$ cat src/rtl/uart_alu_interface.sv
// Frame sequencer between the UART FIFOs and an external combinational ALU.
// Pops A, B and OP bytes, runs the ALU for one cycle and pushes the result byte.
module uart_alu_interface #(
  parameter int unsigned DBIT   = 8,
  parameter int unsigned OP_W   = 6,
  parameter int unsigned TO_CYC = 50000000
) (
  input  logic            clk,
  input  logic            reset,
  input  logic            rx_empty,
  input  logic [DBIT-1:0] r_data,
  output logic            rd_uart,
  input  logic            tx_full,
  output logic            wr_uart,
  output logic [DBIT-1:0] w_data,
  output logic [DBIT-1:0] alu_a,
  output logic [DBIT-1:0] alu_b,
  output logic [OP_W-1:0] alu_op,
  input  logic [DBIT-1:0] alu_result,
  output logic            frame_err,
  output logic            busy
);

  typedef enum logic [2:0] {StGetA, StGetB, StGetOp, StExec, StSend} state_e;

  localparam logic [31:0] ToLast = 32'(TO_CYC) - 32'd1;

  state_e          state_q;
  logic [DBIT-1:0] a_q, b_q, res_q;
  logic [OP_W-1:0] op_q;
  logic [31:0]     to_cnt_q;
  logic            ferr_q;
  logic            in_get, to_arm, expire;

  always_comb begin
    in_get  = (state_q == StGetA) || (state_q == StGetB) || (state_q == StGetOp);
    rd_uart = ~reset & in_get & ~rx_empty;
    wr_uart = ~reset & (state_q == StSend) & ~tx_full;
    // Only a partially received frame is subject to the inter-byte timeout.
    to_arm  = (TO_CYC != 0) && ((state_q == StGetB) || (state_q == StGetOp)) && rx_empty;
    expire  = to_arm && (to_cnt_q == ToLast);
    alu_a     = a_q;
    alu_b     = b_q;
    alu_op    = op_q;
    w_data    = res_q;
    frame_err = ferr_q;
    busy      = (state_q != StGetA);
  end

  always_ff @(posedge clk) begin
    if (reset) begin
      state_q  <= StGetA;
      a_q      <= '0;
      b_q      <= '0;
      op_q     <= '0;
      res_q    <= '0;
      to_cnt_q <= '0;
      ferr_q   <= 1'b0;
    end else begin
      ferr_q <= 1'b0;
      unique case (state_q)
        StGetA: begin
          to_cnt_q <= '0;
          if (!rx_empty) begin
            a_q     <= r_data;
            state_q <= StGetB;
          end
        end
        StGetB: begin
          if (!rx_empty) begin
            b_q      <= r_data;
            state_q  <= StGetOp;
            to_cnt_q <= '0;
          end else if (expire) begin
            state_q  <= StGetA;
            to_cnt_q <= '0;
            ferr_q   <= 1'b1;
          end else if (to_arm) begin
            to_cnt_q <= to_cnt_q + 32'd1;
          end
        end
        StGetOp: begin
          if (!rx_empty) begin
            op_q     <= r_data[OP_W-1:0];
            state_q  <= StExec;
            to_cnt_q <= '0;
          end else if (expire) begin
            state_q  <= StGetA;
            to_cnt_q <= '0;
            ferr_q   <= 1'b1;
          end else if (to_arm) begin
            to_cnt_q <= to_cnt_q + 32'd1;
          end
        end
        StExec: begin
          res_q   <= alu_result;
          state_q <= StSend;
        end
        StSend: begin
          if (!tx_full) state_q <= StGetA;
        end
        default: state_q <= StGetA;
      endcase
    end
  end

endmodule

$ cat config.mk
export PLATFORM = sky130hd
export DESIGN_NAME = uart_alu_interface
export DESIGN_NICKNAME = d
export VERILOG_FILES = /design/src/rtl/uart_alu_interface.sv
export SDC_FILE = /design/constraint.sdc
export NUM_CORES = 1
export LEC_CHECK = 0
export CAP_MARGIN = 0
export CORE_AREA = 10 10 91 93
export CTS_CLUSTER_SIZE = 14
export DETAILED_ROUTE_END_ITERATION = 12
export DIE_AREA = 0 0 101 103
export PLACE_DENSITY = 0.7
export RECOVER_POWER = 100
export REMOVE_ABC_BUFFERS = 1
export SYNTH_ARGS = -nofsm -noshare
export SYNTH_HDL_FRONTEND = slang
export SYNTH_SLANG_ARGS = --single-unit
$ cat constraint.sdc
create_clock -name clk -period 1.9 [get_ports clk]
set_clock_uncertainty 0.05 [all_clocks]
set_input_delay 0.19 -clock clk [delete_from_list [all_inputs] [get_ports clk]]
set_output_delay 0.19 -clock clk [all_outputs]
set_load 0.005 [all_outputs]
==> metrics <==
Finish-stage setup viols=29; Gate power share=9.0%; TritonRoute pass-1 iters=5; setup ws final=-0.1002 ns; Post-synth EDFFs=0; vias in the first global route=2718; max-slew violations=0; cell area power density=687.6 mW/mm^2; kind of critical path=reg2reg; Area Growth Syn to Fin=38.38%; Initial Util=45.56%; delay-heaviest family, CP=simple AND/OR/NAND/NOR gates; most common cell in the synthesized netlist=dfxtp_1; CTS max path bufs=2; I/O pin total=54; Inserted Diodes=0; Slew HR=a little over three fifths; DRT iter0 DRCs=153; max_cap viols=0; CP peak stage delay=0.50 ns; clock sinks=66; Seq pwr share=50.0%; Synth Register Bits=66; largest net degree at the start of global routing=32; maximum VDD drop=around 0.00055 V; initial antenna violation count=0; most common flop cell mapped by yosys=dfxtp_1; Switching Share=between 20% and 30%; share of the synthesized area in the top cell type=44.15%; Static Leak=about 1.7 nW; Mapped Area=roughly 0.0030 mm^2; Overall Power=~0.0028 W; IO buf count=53; grt total ovfl=0; Vias=~2800; failing checks=negative setup slack; clock share of power=approximately two fifths; crit path launch type=flip-flop; Hold Slack=around 0.39 ns; crit-path cells=or4b_1 -> or4_4 -> o21ai_4 -> o21a_4 -> nor2_1; Buf+Inv Stages, Crit Path=0; Post-synth top cells=dfxtp_1, nor2_1, nand2_1, mux2i_1, xor2_1; Final period util=105.3%; CTS tree=done; cts bufs inserted=9; Tot GR Track Use=~15%; synthesized area per cell=8.881 um^2; Die Y=103 um; Synth area leader=dfxtp_1; Worst Max-Slew Pin Slew=approximately 0.56 ns; layout cell share with drive strength beyond 1=21.14%; Net Sw Power=0.0007029 W; Max Fanout on Critical Path=7; RSZ-0062 raised after global routing=yes; first-pass GRT wire length=~13000 um; clock-pin slew on the worst setup and hold paths=approximately 0.07 ns; DIE AREA=approximately 0.010 mm^2; sequential element share of the synthesized area=44.15%; # rows=30; crit end category=flip-flop; Synth cell types=45; Final HPWL DP=5427 um; Cells after Synth=~340; Final min period=between 2 and 2.5 ns; Int Pwr=around 0.0021 W; placer congestion estimate=between 0.8 and 0.9; mean routed wirelength per cell=15.61 um; vias per cell=approximately 5.4; Async SR Flop Fraction=0%; core area=about 0.0066 mm^2; nets@finish=around 460; Hold Vio Cnt, Final=0; crit path DAT=between 2 and 2.5 ns; drc violations=0; die width=between 100 and 150 um; H-tree levels=3; CTS Hold Bufs=0; antenna violation net count after detailed routing=0; CTS root buf=clkbuf_8; status=finished, violations left; top cells by area, synth=dfxtp_1, mux2i_1, nor2_1; HP Class=in2reg; Worst-Skew Late Latency=between 0.3 and 0.4 ns; WP data required=2.08 ns; Routed WL=8119 um; synth warn=0; fmax=500.0 MHz; slowest stage cell, crit path=or4b_1
-- state kept, by name, indices dropped and copies added, names as in the netlist --
| register | cells |
|---|---|
| alu_op | 6 |
| alu_a | 8 |
| frame_err | 1 |
| to_cnt_q | 32 |
| w_data | 8 |
| state_q | 3 |
| alu_b | 8 |
-- cells in the final DEF (no fill, tap or decap), types with 19 or more instances in the layout --
cell,count
dlygate4sd3_1,31
xor2_1,19
mux2i_1,23
nor2_1,49
dfxtp_1,56
nand2_1,37
buf_4,42
clkdlybuf4s50_1,19
-- final cells by class --
class	instances	area (um^2)
multi-input combinational	258	1650
timing repair buffer	99	859.6
sequential	66	1334
inverter	1	3.754
fill	545	2427
clock inverter	7	70.07
tap	80	100.1
clock buffer	9	123.9
-- path summary, 6_finish.rpt --
kind | startpoint | endpoint | slack (ns) | cells past startpoint
min reg2reg | alu_b[5] | alu_b[5] | 0.40 | 2
min | r_data[7] | alu_b[7] | 0.39 | 3
max | to_cnt_q[7] | to_cnt_q[7] | -0.10 | 5
max reg2reg | to_cnt_q[7] | to_cnt_q[7] | -0.10 | 5
-- worst min-delay path: stages --
cell	delay [ns]
clkdlybuf4s50_1	0.42
nand2_1	0.06
a21oi_1	0.05
-- cells by family (layout without fill, tap and decap cells) --
| group | Yosys count | after routing | synth area share [%] |
|---|---|---|---|
| buffers and inverters | 16 | 116 | 4.264 |
| DFF | 66 | 66 | 44.15 |
| adders and majority gates | 1 | 1 | 0.4180 |
| xor gates and xnor gates | 23 | 23 | 6.731 |
| and+or+nand+nor | 174 | 174 | 29.68 |
| AOI/OAI and AO/OA | 34 | 37 | 7.065 |
| muxes | 23 | 23 | 7.692 |
-- power groups by stage --
stage	clock, W	sequential (W)	combinational (W)
detailed placement	0	0.00146	0.000256
finish	0.00117	0.00142	0.000257
global route	0.00123	0.00143	0.000280
global placement	0	0.00146	0.000252
CTS	0.00118	0.00142	0.000264
floorplan	0	0.00146	0.0000873
-- per-stage QoR --
| stage | cells | utilization (%) | worst slack, ns | setup TNS [ns] | area, um^2 |
|---|---|---|---|---|---|
| after floorplan | 322 | - | -0.1879 | -4.384 | 2869 |
| after global placement | 496 | 57.96 | -0.2031 | -4.999 | 3807 |
| after detailed placement | 496 | 57.96 | -0.2347 | -5.826 | 3807 |
| after CTS | 517 | 62.00 | -0.09694 | -1.667 | 4073 |
| after global routing | 520 | 63.05 | -0.1768 | -4.688 | 4141 |
| final | 520 | 63.05 | -0.1002 | -1.868 | 4141 |
-- metal layers --
metal  global-route usage [%]  wire length (um)  up-vias
li1                         -                 -     1395
met1                    18.64              3474     1313
met2                    24.13              3921       91
met3                    4.558               547       18
met4                    7.503               175        0
met5                        0                 0        -
-- repair_timing --
item                                   4_1_cts  5_1_grt
setup endpoints to repair                   35       33
endpoints found under the hold margin        0        0
gates cloned                                 2        1
gates resized for setup                     10       21
setup buffers                                3        2
pin swaps                                    4        7
No activity file was read; power rests on OpenSTA's default activity.
